### config.mk
export PLATFORM = sky130hd
export DESIGN_NAME = fifo_uart_tx_flat
export DESIGN_NICKNAME = d
export VERILOG_FILES = /design/src/rtl/uart_pkg.sv /design/src/rtl/fifo_uart_tx_if.sv /design/src/rtl/uart_bit_timer.sv /design/src/rtl/fifo_uart_tx.sv /design/src/flat_wrapper.sv
export SDC_FILE = /design/constraint.sdc
export NUM_CORES = 1
export LEC_CHECK = 0
export CAP_MARGIN = 20
export CORE_UTILIZATION = 50
export CTS_BUF_LIST = sky130_fd_sc_hd__clkbuf_8
export DETAILED_ROUTE_END_ITERATION = 6
export PLACE_DENSITY = 0.72
export SYNTH_ARGS = -nofsm -noshare
export SYNTH_HDL_FRONTEND = slang
export SYNTH_HIERARCHICAL = 1
export SYNTH_SLANG_ARGS = --single-unit
### constraint.sdc
create_clock -name clk -period 2.3 [get_ports clk]
set_clock_uncertainty 0.2 [all_clocks]
set_input_delay 0.46 -clock clk [delete_from_list [all_inputs] [get_ports clk]]
set_output_delay 0.46 -clock clk [all_outputs]
set_load 0.1 [all_outputs]
### src/rtl/uart_pkg.sv
// rtl/uart_pkg.sv - shared types, line levels and parameter legality checks for the FIFO-draining UART transmitter
package uart_pkg;

    // Transmitter sequencing: pop a word, wait for the registered FIFO data, then serialise it.
    typedef enum logic [2:0] {
        IDLE,
        FETCH,
        LOAD,
        START,
        DATA,
        PARITY,
        STOP
    } uart_tx_state_t;

    localparam logic IDLE_LEVEL  = 1'b1;
    localparam logic START_LEVEL = 1'b0;

    // A bit period below two clocks leaves no room for the pre-tick used to register frame_done.
    function automatic bit clks_per_bit_legal(input int value);
        return value >= 2;
    endfunction

    function automatic bit stop_bits_legal(input int value);
        return (value == 1) || (value == 2);
    endfunction

endpackage

### src/rtl/fifo_uart_tx_if.sv
// rtl/fifo_uart_tx_if.sv - read-port bundle between the synchronous FIFO and its single UART reader
//
// fifo_empty : FIFO empty flag
// fifo_data  : FIFO data_out, registered, valid the cycle after an accepted read
// fifo_r_en  : FIFO read enable, one-cycle pulse per pop
// master     : the reader (fifo_uart_tx)
// slave      : the FIFO
interface fifo_uart_tx_if #(
    parameter int DATA_WIDTH = 8
);
    logic                  fifo_empty;
    logic [DATA_WIDTH-1:0] fifo_data;
    logic                  fifo_r_en;

    modport master (
        input  fifo_empty,
        input  fifo_data,
        output fifo_r_en
    );

    modport slave (
        output fifo_empty,
        output fifo_data,
        input  fifo_r_en
    );

endinterface

### src/rtl/uart_bit_timer.sv
// rtl/uart_bit_timer.sv - free-running bit-period counter with synchronous clear
//
// clk      : system clock
// rst_n    : synchronous active-low reset
// clear    : forces the count back to 0 on the next edge
// bit_tick : high on count CLKS_PER_BIT-1 (last cycle of a bit period)
// pre_tick : high on count CLKS_PER_BIT-2 (cycle before bit_tick)
module uart_bit_timer
    import uart_pkg::*;
#(
    parameter int CLKS_PER_BIT = 16
) (
    input  logic clk,
    input  logic rst_n,
    input  logic clear,
    output logic bit_tick,
    output logic pre_tick
);

    localparam int            CNT_W = $clog2(CLKS_PER_BIT);
    localparam logic [CNT_W-1:0] LAST = CNT_W'(CLKS_PER_BIT - 1);
    localparam logic [CNT_W-1:0] PRE  = CNT_W'(CLKS_PER_BIT - 2);

    generate
        if (!clks_per_bit_legal(CLKS_PER_BIT)) begin : g_bad_clks_per_bit
            $error("uart_bit_timer: CLKS_PER_BIT must be 2 or more");
        end
    endgenerate

    logic [CNT_W-1:0] r_count;

    // Explicit wrap at LAST so non-power-of-two bit periods work.
    always_ff @(posedge clk) begin
        if (!rst_n || clear) begin
            r_count <= '0;
        end else if (r_count == LAST) begin
            r_count <= '0;
        end else begin
            r_count <= r_count + 1'b1;
        end
    end

    assign bit_tick = (r_count == LAST);
    assign pre_tick = (r_count == PRE);

endmodule

### src/rtl/fifo_uart_tx.sv
// rtl/fifo_uart_tx.sv - UART transmitter that drains a synchronous FIFO one word per frame
//
// clk        : system clock
// rst_n      : synchronous active-low reset
// fifo       : FIFO read port (master side: drives r_en, reads empty/data_out)
// tx         : serial line, idles high
// busy       : high whenever the FSM is not in IDLE
// frame_done : one-cycle pulse on the last cycle of the final stop bit
module fifo_uart_tx
    import uart_pkg::*;
#(
    parameter int DATA_WIDTH   = 8,
    parameter int CLKS_PER_BIT = 16,
    parameter int PARITY_EN    = 0,
    parameter int STOP_BITS    = 1
) (
    input  logic                  clk,
    input  logic                  rst_n,
    fifo_uart_tx_if.master        fifo,
    output logic                  tx,
    output logic                  busy,
    output logic                  frame_done
);

    localparam int               CNT_W     = $clog2(DATA_WIDTH) + 1;
    localparam logic [CNT_W-1:0] DATA_LAST = CNT_W'(DATA_WIDTH - 1);
    localparam logic [CNT_W-1:0] STOP_LAST = CNT_W'(STOP_BITS - 1);

    generate
        if (!stop_bits_legal(STOP_BITS)) begin : g_bad_stop_bits
            $error("fifo_uart_tx: STOP_BITS must be 1 or 2");
        end
    endgenerate

    uart_tx_state_t        r_state;
    logic [DATA_WIDTH-1:0] r_shift;
    logic                  r_parity;
    logic [CNT_W-1:0]      r_bit_cnt;
    logic                  r_tx;
    logic                  r_busy;
    logic                  r_r_en;
    logic                  r_frame_done;

    logic                  w_timer_clr;
    logic                  w_bit_tick;
    logic                  w_pre_tick;
    logic [DATA_WIDTH-1:0] w_shift_next;

    // Holding the timer at 0 through the untimed states means START is always entered with a fresh count;
    // every later state boundary lands on a tick, where the timer wraps to 0 by itself.
    assign w_timer_clr  = (r_state == IDLE) || (r_state == FETCH) || (r_state == LOAD);
    assign w_shift_next = r_shift >> 1;

    uart_bit_timer #(
        .CLKS_PER_BIT (CLKS_PER_BIT)
    ) u_bit_timer (
        .clk      (clk),
        .rst_n    (rst_n),
        .clear    (w_timer_clr),
        .bit_tick (w_bit_tick),
        .pre_tick (w_pre_tick)
    );

    // Outputs are registered alongside the state, so each is set on the edge that enters the state it belongs to.
    always_ff @(posedge clk) begin
        if (!rst_n) begin
            r_state      <= IDLE;
            r_shift      <= '0;
            r_parity     <= 1'b0;
            r_bit_cnt    <= '0;
            r_tx         <= IDLE_LEVEL;
            r_busy       <= 1'b0;
            r_r_en       <= 1'b0;
            r_frame_done <= 1'b0;
        end else begin
            r_r_en       <= 1'b0;
            r_frame_done <= 1'b0;
            case (r_state)
                IDLE: begin
                    r_tx <= IDLE_LEVEL;
                    if (!fifo.fifo_empty) begin
                        r_state <= FETCH;
                        r_busy  <= 1'b1;
                        r_r_en  <= 1'b1;
                    end
                end
                FETCH: begin
                    r_state <= LOAD;
                end
                LOAD: begin
                    // data_out is registered in the FIFO, so it is valid only now, one cycle after the pop.
                    r_shift   <= fifo.fifo_data;
                    r_parity  <= ^fifo.fifo_data;
                    r_bit_cnt <= '0;
                    r_tx      <= START_LEVEL;
                    r_state   <= START;
                end
                START: begin
                    if (w_bit_tick) begin
                        r_tx    <= r_shift[0];
                        r_state <= DATA;
                    end
                end
                DATA: begin
                    if (w_bit_tick) begin
                        if (r_bit_cnt == DATA_LAST) begin
                            r_bit_cnt <= '0;
                            if (PARITY_EN != 0) begin
                                r_tx    <= r_parity;
                                r_state <= PARITY;
                            end else begin
                                r_tx    <= IDLE_LEVEL;
                                r_state <= STOP;
                            end
                        end else begin
                            r_bit_cnt <= r_bit_cnt + 1'b1;
                            r_shift   <= w_shift_next;
                            r_tx      <= w_shift_next[0];
                        end
                    end
                end
                PARITY: begin
                    if (w_bit_tick) begin
                        r_tx      <= IDLE_LEVEL;
                        r_bit_cnt <= '0;
                        r_state   <= STOP;
                    end
                end
                STOP: begin
                    // pre_tick lets the registered pulse line up with the final stop cycle.
                    if (w_pre_tick && (r_bit_cnt == STOP_LAST)) begin
                        r_frame_done <= 1'b1;
                    end
                    if (w_bit_tick) begin
                        if (r_bit_cnt == STOP_LAST) begin
                            r_bit_cnt <= '0;
                            r_busy    <= 1'b0;
                            r_state   <= IDLE;
                        end else begin
                            r_bit_cnt <= r_bit_cnt + 1'b1;
                        end
                    end
                end
                default: begin
                    r_tx    <= IDLE_LEVEL;
                    r_busy  <= 1'b0;
                    r_state <= IDLE;
                end
            endcase
        end
    end

    assign fifo.fifo_r_en = r_r_en;
    assign tx             = r_tx;
    assign busy           = r_busy;
    assign frame_done     = r_frame_done;

endmodule

### src/flat_wrapper.sv
// flat-port wrapper written by rule: the top's interface ports become plain ports
module fifo_uart_tx_flat import uart_pkg::*;
#(
    parameter int DATA_WIDTH   = 8,
    parameter int CLKS_PER_BIT = 16,
    parameter int PARITY_EN    = 0,
    parameter int STOP_BITS    = 1
)
  (clk, rst_n, tx, busy, frame_done, fifo_fifo_empty, fifo_fifo_data, fifo_fifo_r_en);
  fifo_uart_tx_if #(.DATA_WIDTH(DATA_WIDTH)) fifo_i ();
  input  logic clk;
  input  logic rst_n;
  output logic tx;
  output logic busy;
  output logic frame_done;
  input wire logic [$bits(fifo_i.fifo_empty)-1:0] fifo_fifo_empty;
  input wire logic [$bits(fifo_i.fifo_data)-1:0] fifo_fifo_data;
  output wire logic [$bits(fifo_i.fifo_r_en)-1:0] fifo_fifo_r_en;
  assign fifo_i.fifo_empty = fifo_fifo_empty;
  assign fifo_i.fifo_data = fifo_fifo_data;
  assign fifo_fifo_r_en = fifo_i.fifo_r_en;
  fifo_uart_tx #(.DATA_WIDTH(DATA_WIDTH), .CLKS_PER_BIT(CLKS_PER_BIT), .PARITY_EN(PARITY_EN), .STOP_BITS(STOP_BITS)) u_core (.clk(clk), .rst_n(rst_n), .fifo(fifo_i), .tx(tx), .busy(busy), .frame_done(frame_done));
endmodule
==> results.md, run 1 <==
* Pin count of the biggest net entering global routing at 21
* Min-Delay Startpoint: u_core/u_bit_timer/r_count[0]
* TritonCTS clock tree: built
* Fmax at 468 MHz
* Tmin final at 2.14 ns
* Worst path top cell family by delay: compound AO/OA/AOI/OAI gates
* Comb power frac at 36.1%
* Standard-cell rows at 18
* Top_reg_cell synth: dfxtp_1
* Max_cap viols at 0
* CTS Buffer Depth at 2
* CP endpoint kind: flip-flop
* Number of synthesized flops with an enable pin at 0
* Max Slew Vio Count at 0
* DP Wirelength at 1910 microns
* Seq/Total Area, Yosys at approximately 35%
* RSZ-0062 raised after global routing: false
* Post-Syn Area per Cell at 8.72 sq um
* Antenna Cells at 0
* Starting density of the core at 52.5%
* Leakage at 0.510 nW
* Final setup violation count at 0
* Drt drc at 0
* CP peak stage delay at 0.61 ns
* Synth cell types at a little under 50
* Final net count at 179
* Warnings from Yosys at 6
* Cell Pwr Density at 771 nW/um^2
* IO buf count at 14
* CTS clk-pin slew, worst paths at roughly 0.08 ns
* Avg Vias per Cell at approximately 5.8
* Synthesis-to-layout area growth at 14.2%
* GP Congestion at roughly 0.86
* Number of global-route vias before repair at 966
* Worst-path maximum fanout at 5
* Final worst-path cycle share at 93.0%
* Initial DRT Pass Iterations at 4
* IO Count at 15
* Final wirelength at 2780 microns
* Gr ovfl total at 0
* Net Sw Frac at a little over a third
* Slew @ Worst Pin at 0.598 ns
* H-Tree Depth at 1
* Die Wd at 53.0 microns
* Crit path launch type: flip-flop
* Worst IR Drop VDD at ~0.57 mV
* Fin cells at 193
* Multi-input gate area in the final layout at ~750 sq um
* ANT nets after route at 0
* Req. time, crit path at 2.28 ns
* Status: finished, final reports clean
* Slew margin rel. at roughly 60%
* DRT iter0 DRCs at 20
* CP Class: reg2reg
* Die Footprint at 2810 sq um
* Psw at 412 uW
* Slowest cell on crit path: a2111oi_2
* GRT Overall Usage at between 20% and 30%
* Most frequent cells in the layout: dfxtp_1 (23), nor2_1 (21), o21ai_0 (14)
* Clock sinks at 23
* Hold buffers post-CTS at 0
* Crit path DAT at 2.12 ns
* Synth Register Bits at 23
* Fillers at 248
* Clk_lat worst skew at 0.26 ns
* Clock Power Share at 20.9%
* Final Hold Viols at 0
* Vias at between 1,000 and 1,500
* P_int at 734 uW
* Share of cells above drive strength 1 at around 17%
* Design area at 1490 sq um
* Core footprint at 2480 sq um
* Antenna violations before repair at 0
* Routed len/inst at 14.4 microns
* Wire length of the first global-routing pass at 4460 microns
* Synthesized net count at 164
* Crit path cell chain: inv_1 -> ha_1 -> nor3b_1 -> a2111oi_2 -> nand3_1 -> a31oi_1
* Flop pwr share at 43.0%
* Crit path buffers/inverters at 1
* Most common cell after layout, fill and taps aside: dfxtp_1
* DP Cell Count at around 190
* Post-CTS Repair Setup Buffers at 0
* Clk root buf: clkbuf_8
* Tot Pwr at 1.15 mW
* Reg-to-Reg Start: u_core/r_bit_cnt[0]
* Setup TNS at 0 ns
* Hold Path Class: reg2reg
* TritonCTS buffer count at 3
* Beginning of the critical path: u_core/r_bit_cnt[0]
* Syn Std Cell Area at between 1000 and 1500 sq um
* Async set or reset register ratio after synthesis at 0%
* Register Area at 460 sq um
* Chip height at 53.0 microns
* Post-Synthesis Cells at 149
* Area after DPL at between 1000 and 1500 sq um
## synth_stat cells, types with 2 or more instances
cell	number	area, sq um
and2_1	2	12.5
clkbuf_1	2	7.51
o21ai_0	14	70.1
o211ai_1	2	15.0
inv_1	8	30.0
buf_2	2	10.0
nor2_1	21	78.8
a21oi_1	4	20.0
a311oi_1	4	35.0
nand3_1	4	20.0
a211oi_1	2	15.0
o221a_2	2	22.5
ha_1	4	50.1
buf_6	2	22.5
dfxtp_1	23	460
nand2b_1	2	12.5
o31ai_1	2	15.0
nor3b_1	2	15.0
a311oi_2	3	45.0
nor3_1	3	15.0
nand2_1	13	48.8
## layer usage
metal	vias to the layer above	routed length, microns	part of all wire [%]	GRT usage, %
li1	569	-	-	-
met1	531	1260	45	27.3
met2	23	1390	50	38.6
met3	2	118	4.2	2.87
met4	0	10	0.36	6.58
met5	-	0	0	0
## cell families (layout without fill, tap and decap cells)
logic type	Yosys count	after routing	synth area share, %
adder cells (fa/ha/maj)	4	4	3.85
XOR/XNOR	2	2	1.35
buffers and inverters	16	30	7.03
AO/OA/AOI/OAI	40	40	24.6
AND/OR/NAND/NOR	62	62	26.1
flip-flops	23	23	35.4
multiplexers	2	2	1.64
## repair_timing
action / in CTS / in global routing
endpoints found under the setup margin: 0 / 1
resized for setup: 0 / 1
hold endpoints to repair: 0 / 0
## area by class of cell
class | instances | area share (%)
clock inverter | 1 | 0.253
timing repair buffer | 18 | 11.0
tap | 30 | 2.53
inverter | 8 | 2.02
sequential | 23 | 31.0
clock buffer | 3 | 2.78
multi-input combinational | 110 | 50.4
## worst paths after layout
check        slack, ns                            end  cells past startpoint
max               0.16            u_core/r_bit_cnt[3]                      6
min               0.27  u_core/u_bit_timer/r_count[0]                      1
max reg2reg       0.16            u_core/r_bit_cnt[3]                      6
min reg2reg       0.27  u_core/u_bit_timer/r_count[0]                      1
## power groups by stage
stage / Combinational (mW) / Sequential, mW / Clock [mW]
finish: 0.414 / 0.492 / 0.239
global route: 0.447 / 0.502 / 0.268
CTS: 0.409 / 0.493 / 0.251
detailed placement: 0.407 / 0.502 / 0
global placement: 0.398 / 0.500 / 0
floorplan: 0.252 / 0.569 / 0
## registers in the layout, summed over array words and instances, names as in the netlist
signal,cells
u_core/fifo.fifo_r_en,1
u_core/tx,1
u_core/u_bit_timer/r_count,4
u_core/r_state,3
u_core/frame_done,1
u_core/busy,1
u_core/r_shift,8
u_core/r_bit_cnt,4
## per-stage QoR
step | hold slack, ns | setup slack (ns) | utilization, %
after floorplan | 0.230 | 0.300 | -
after global placement | 0.247 | 0.116 | 58.0
after detailed placement | 0.258 | 0.0774 | 58.0
after CTS | 0.277 | 0.159 | 59.8
after global routing | 0.310 | 0.0307 | 59.9
final | 0.268 | 0.162 | 59.9
## worst register-to-register path, stage by stage, from the launching register on
cell and delay (ns):
dfxtp_1 0.42, inv_1 0.07, ha_1 0.21, nor3b_1 0.19, a2111oi_2 0.61, nand3_1 0.18
a31oi_1 0.19
No activity file was read; power rests on OpenSTA's default activity.
==> run 2, diff against run 1 <==
- ABC_AREA: unset -> 1
- CORE_UTILIZATION: 50 -> 57
- PLACE_DENSITY: 0.72 -> 0.81
==> results.md, run 2 <==
* Status: finished, final reports clean
* Worst R2R End: u_core/r_state[0]
* Post-Synthesis Cells at 192
* PnR worst setup slack at ~0.45 ns
* Req. time, crit path at 2.25 ns
* Seq/Total Area, Yosys at 35.6%
* Gr ovfl total at 0
* Synth cell types at 24
* Clk root buf: clkbuf_8
* Chip height at between 40 and 50 microns
* Die Footprint at 2460 sq um
* Worst path top cell family by delay: simple AND/OR/NAND/NOR gates
* Crit path launch type: flip-flop
* Standard-cell rows at 16
* Slowest cell on crit path: dfxtp_1
* Max_cap viols at 0
* GP Congestion at 0.989
* Fillers at 183
* Antenna violations before repair at 0
* Clock sinks at 23
* Crit path buffers/inverters at 1
* Reg-to-Reg Start: u_core/u_bit_timer/r_count[0]
* Starting density of the core at 63.3%
* Beginning of the critical path: u_core/u_bit_timer/r_count[0]
* Top cells by count, synth: nand2_1 (56), nor2_1 (31), dfxtp_1 (23)
* Final wirelength at 2700 microns
* Number of synthesized flops with an enable pin at 0
* Share of cells above drive strength 1 at a little over an eighth
* Critical Path Sink: u_core/r_state[0]
* TritonCTS clock tree: built
* Wire length of the first global-routing pass at 4620 microns
* Clk_lat worst skew at 0.26 ns
* Pin count of the biggest net entering global routing at 15
* Hold buffers post-CTS at 0
* CP peak stage delay at ~0.40 ns
* Most common cell after layout, fill and taps aside: nand2_1
* Avg Vias per Cell at between 5 and 6
* Critical Path Most Common Cell: nand2_1
* Final worst-path cycle share at between 80% and 90%
* Final net count at 224
* Tmin final at 1.85 ns
* Final Hold Viols at 0
* CP endpoint kind: flip-flop
* Hold Path Class: reg2reg
* Drt drc at 0
* Number of global-route vias before repair at 1,140
* DRT iter0 DRCs at 31
* TritonCTS buffer count at 3
* Final setup violation count at 0
* Pre-CTS setup slack at 0.366 ns
* CP Class: reg2reg
* Largest area contributor in the netlist: dfxtp_1
* Top reg by flops: u_core/r_shift
* Antenna Cells at 0
* Worst-path maximum fanout at 5
* Core footprint at between 2000 and 2500 sq um
* R2R cell count at 10
* Fmax at 540 MHz
* Post-CTS Repair Setup Buffers at 0
* Vias at 1,265
* Slew margin rel. at between 60 and 70%
* Cell Pwr Density at 1010 nW/um^2
* IO Count at 15
* Max reg flops at 8
* Most frequent cells in the layout: nand2_1 (56), nor2_1 (31), dfxtp_1 (23)
* Async set or reset register ratio after synthesis at 0%
* Critical path depth at 10
* GRT Overall Usage at 24.6%
* Top_reg_cell synth: dfxtp_1
* CTS clk-pin slew, worst paths at 0.08 ns
* Synth top area share at 35.6%
* Slew @ Worst Pin at 0.470 ns
* Warnings from Yosys at 6
* Worst IR Drop VDD at 0.804 mV
* Routed len/inst at approximately 12 microns
* CTS Buffer Depth at 2
* Crit path cell chain: ha_1 -> nand3_1 -> inv_1 -> nor2_1 -> nand2_1 -> nand2_1 -> nor2_2 -> nand2_2 -> nand2_1 -> a21oi_1
* ANT nets after route at 0
* RSZ-0062 raised after global routing: false
* Reg-to-reg slack, setup at 0.45 ns
* Leakage at 0.684 nW
* Post-Syn Area per Cell at 6.73 sq um
* Setup TNS at 0 ns
* H-Tree Depth at 1
* Max Slew Vio Count at 0
* Synth area leaders: dfxtp_1 (36%), nand2_1 (16%), nor2_1 (9.0%)
* IO buf count at 14
* Post-CTS Resized at 0
* Synth Register Bits at 23
* Crit path DAT at roughly 1.8 ns
* Count leader, synth: nand2_1
* DP Wirelength at 2040 microns
* Synthesis-to-layout area growth at 14.7%
* Syn Std Cell Area at 1290 sq um
* Die Wd at 49.6 microns
* Top flop regs: u_core/r_shift x8, u_core/r_bit_cnt x4, u_core/u_bit_timer/r_count x4
* Initial DRT Pass Iterations at 4
* Synthesized net count at 207
-- run 2: changes by cell type after synthesis, moves of 4 or more --
| cell | previous run | this run |
|---|---|---|
| a21oi_1 | 4 | 9 |
| nand3_1 | 4 | 19 |
| nand2_1 | 13 | 56 |
| nor2_1 | 21 | 31 |
| a311oi_1 | 4 | 0 |
| nor2_2 | 1 | 5 |
-- run 2: logic make-up after synthesis --
kind of cell / share of synthesized area [%]
AND/OR/NAND/NOR: 42.1
flip-flops: 35.6
XOR/XNOR: 1.36
AO/OA/AOI/OAI: 10.3
buffers and inverters: 6.78
adder cells (fa/ha/maj): 3.87
-- run 2: layer usage --
metal	global-route usage [%]	share of wire, %	vias to the layer above
met4	12.4	1.5	0
met5	0	0	-
li1	-	-	645
met3	3.70	5.5	10
met2	43.5	48	41
met1	28.4	45	569
-- run 2: power breakdown --
group	leakage (nW)	switching (mW)	internal [mW]
registers	0.187	0.0608	0.487
clock network	0.0255	0.126	0.121
logic	0.472	0.486	0.214
total	0.684	0.673	0.821
-- run 2: worst min-delay path by stage --
stage / startpoint / endpoint / slack [ns] / cells after the start
detailed placement: u_core/u_bit_timer/r_count[0] / u_core/u_bit_timer/r_count[0] / 0.27 / 1
finish: u_core/u_bit_timer/r_count[0] / u_core/u_bit_timer/r_count[0] / 0.28 / 1
global route: u_core/u_bit_timer/r_count[0] / u_core/u_bit_timer/r_count[0] / 0.33 / 1
CTS: u_core/u_bit_timer/r_count[0] / u_core/u_bit_timer/r_count[0] / 0.29 / 1
global placement: u_core/u_bit_timer/r_count[0] / u_core/u_bit_timer/r_count[0] / 0.26 / 1
floorplan: u_core/r_shift[7] / u_core/r_shift[7] / 0.24 / 2
-- run 2: area by class of cell --
class | count | area, sq um | share of cell area [%]
Timing Repair Buffer | 16 | 145 | 9.79
Tap cell | 27 | 33.8 | 2.28
Sequential cell | 23 | 460 | 31.1
Clock buffer | 3 | 41.3 | 2.78
Multi-Input combinational cell | 151 | 744 | 50.2
Clock inverter | 1 | 5.00 | 0.338
Inverter | 14 | 52.6 | 3.54
-- run 2: worst reg2reg max path, delay by kind of cell (launching register included) --
kind	cells	cell delay, ns
simple gates	7	0.69
flops	1	0.40
fa+ha+maj	1	0.21
buf+inv	1	0.17
compound gates	1	0.06
-- run 2: through the flow --
stage / total power [mW] / instances / hold slack (ns) / cell area [sq um] / utilization [%]
3_5_place_dp: 1.25 / 231 / 0.269 / 1440 / 70.3
4_1_cts: 1.50 / 235 / 0.288 / 1480 / 72.6
2_1_floorplan: 1.11 / 192 / 0.239 / 1290 / -
5_1_grt: 1.61 / 235 / 0.328 / 1480 / 72.6
6_report: 1.49 / 235 / 0.283 / 1480 / 72.6
3_3_place_gp: 1.23 / 231 / 0.259 / 1440 / 70.3
==> run 3, diff against run 2 <==
- clock period: 2.3 -> 1.92 ns (I/O delays scaled with it)
==> results.md, run 3 (synthesis gave the netlist of run 2 again) <==
* Psw at 824 uW
* Design area at 1560 sq um
* Gr ovfl total at 0
* Max Slew Vio Count at 0
* RSZ-0062 raised after global routing: false
* Crit path cell chain: ha_1 -> nand3_1 -> inv_2 -> nor2_1 -> nand2_1 -> nand2_1 -> nor2_4 -> nand2_2 -> nand2_1 -> a21oi_1
* H-Tree Depth at 1
* Net Sw Frac at 44.0%
* Clock Power Share at approximately 16%
* Cell Pwr Density at 1200 nW/um^2
* Final Hold Viols at 0
* Crit path DAT at 1.69 ns
* CP endpoint kind: flip-flop
* Starting density of the core at between 60% and 70%
* Clk_lat worst skew at about 0.26 ns
* CP Class: reg2reg
* Slew margin rel. at between 70% and 80%
* IO Count at 15
* Final setup violation count at 0
* Core footprint at 2040 sq um
* DP Wirelength at 2110 microns
* Tmin final at 1.75 ns
* Fmax at 572 MHz
* Share of cells above drive strength 1 at 15.2%
* Setup TNS at 0 ns
* Clock sinks at 23
* Status: finished, final reports clean
* Final worst-path cycle share at 91.1%
* Final wirelength at 2760 microns
* Routed len/inst at 11.6 microns
* Hold buffers post-CTS at 0
* TritonCTS clock tree: built
* Initial DRT Pass Iterations at 5
* Hold Path Class: reg2reg
* Max reg flops at 8
* Standard-cell rows at 16
* Clk root buf: clkbuf_8
* GP Congestion at 0.893
* Drt drc at 0
* ANT nets after route at 0
* Area after DPL at about 1500 sq um
* Final net count at 226
* DRT iter0 DRCs at 44
* Vias at 1,252
* Number of global-route vias before repair at between 1,000 and 1,500
* Die Footprint at 2460 sq um
* Max_cap viols at 0
* Top reg by flops: u_core/r_shift
* Slowest cell on crit path: dfxtp_1
* Most frequent cells in the layout: nand2_1 (55), nor2_1 (31), dfxtp_1 (22)
* CTS Buffer Depth at 2
* Chip height at a little under 50 microns
* CTS clk-pin slew, worst paths at 0.08 ns
* Post-CTS Resized at 0
* Post-CTS Repair Setup Buffers at 0
* GRT Overall Usage at about a quarter
* Worst IR Drop VDD at around 0.95 mV
* Antenna violations before repair at 0
* Synthesis-to-layout area growth at 20.3%
* Comb power frac at 48.9%
* Die Wd at 49.6 microns
* TritonCTS buffer count at 3
* Antenna Cells at 0
* IO buf count at 14
* Top flop regs: u_core/r_shift x8, u_core/r_bit_cnt x4, u_core/u_bit_timer/r_count x4
* Most common cell after layout, fill and taps aside: nand2_1
* CP peak stage delay at 0.38 ns
* Avg Vias per Cell at 5.28
* Wire length of the first global-routing pass at about 5000 microns
* Req. time, crit path at 1.87 ns
* Worst-path maximum fanout at 4
* Slew @ Worst Pin at 0.369 ns
* Pin count of the biggest net entering global routing at 13
* Leakage at ~0.7 nW
* Critical Path Most Common Cell: nand2_1
* P_int at 1.05 mW
* Crit path launch type: flip-flop
* Flop pwr share at 35.5%
run 3: cell count changes in the layout (fill, tap and decap cells not counted), sizes merged:
cell	before	now
clkinv	1	0
inv	14	15
buf	6	8
run 3: final timing paths:
kind                                 startpoint                             to  slack (ns)  cells after the start
hold / removal    u_core/u_bit_timer/r_count[0]  u_core/u_bit_timer/r_count[0]        0.25                      1
hold reg to reg   u_core/u_bit_timer/r_count[0]  u_core/u_bit_timer/r_count[0]        0.25                      1
setup / recovery  u_core/u_bit_timer/r_count[1]              u_core/r_state[0]        0.17                     10
setup reg to reg  u_core/u_bit_timer/r_count[1]              u_core/r_state[0]        0.17                     10
run 3: stage by stage:
step / total power, mW / utilization (%) / std cells / setup WS, ns / hold WS, ns
floorplan: 1.33 / - / 192 / 0.255 / 0.239
global placement: 1.55 / 73.5 / 233 / 0.169 / 0.252
detailed placement: 1.58 / 73.5 / 233 / 0.0563 / 0.263
CTS: 1.87 / 75.7 / 237 / 0.0542 / 0.274
global route: 2.00 / 76.2 / 237 / 0.0108 / 0.276
finish: 1.87 / 76.2 / 237 / 0.171 / 0.251
run 3: layer usage:
layer,global-route usage (%),vias to the layer above,wire (microns),share of wire (%)
li1,-,648,-,-
met1,30.4,564,1230,44
met2,46.6,33,1390,50
met3,4.01,7,105,3.8
met4,11.9,0,40,1.5
met5,0,-,0,0
run 3: final cells by class:
class	instances	area, sq um
fill	168	487
sequential	23	462
clock buffer	3	41.3
inverter	14	52.6
clock inverter	1	3.75
timing repair buffer	18	210
tap	27	33.8
multi-input combinational	151	752
run 3: power groups by stage:
stage / Sequential (mW) / Combinational (mW) / Clock (mW)
5_1_grt: 0.677 / 1.01 / 0.316
3_3_place_gp: 0.671 / 0.875 / 0
6_report: 0.666 / 0.915 / 0.292
2_1_floorplan: 0.819 / 0.510 / 0
3_5_place_dp: 0.675 / 0.900 / 0
4_1_cts: 0.664 / 0.902 / 0.298
run 3: worst max-delay path, delay by kind of cell, from the launching register on:
family                   cells  cell delay (ns)
AO/OA/AOI/OAI                1             0.05
adder cells (fa/ha/maj)      1             0.20
buffers and inverters        1             0.13
flip-flops                   1             0.38
AND/OR/NAND/NOR              7             0.66
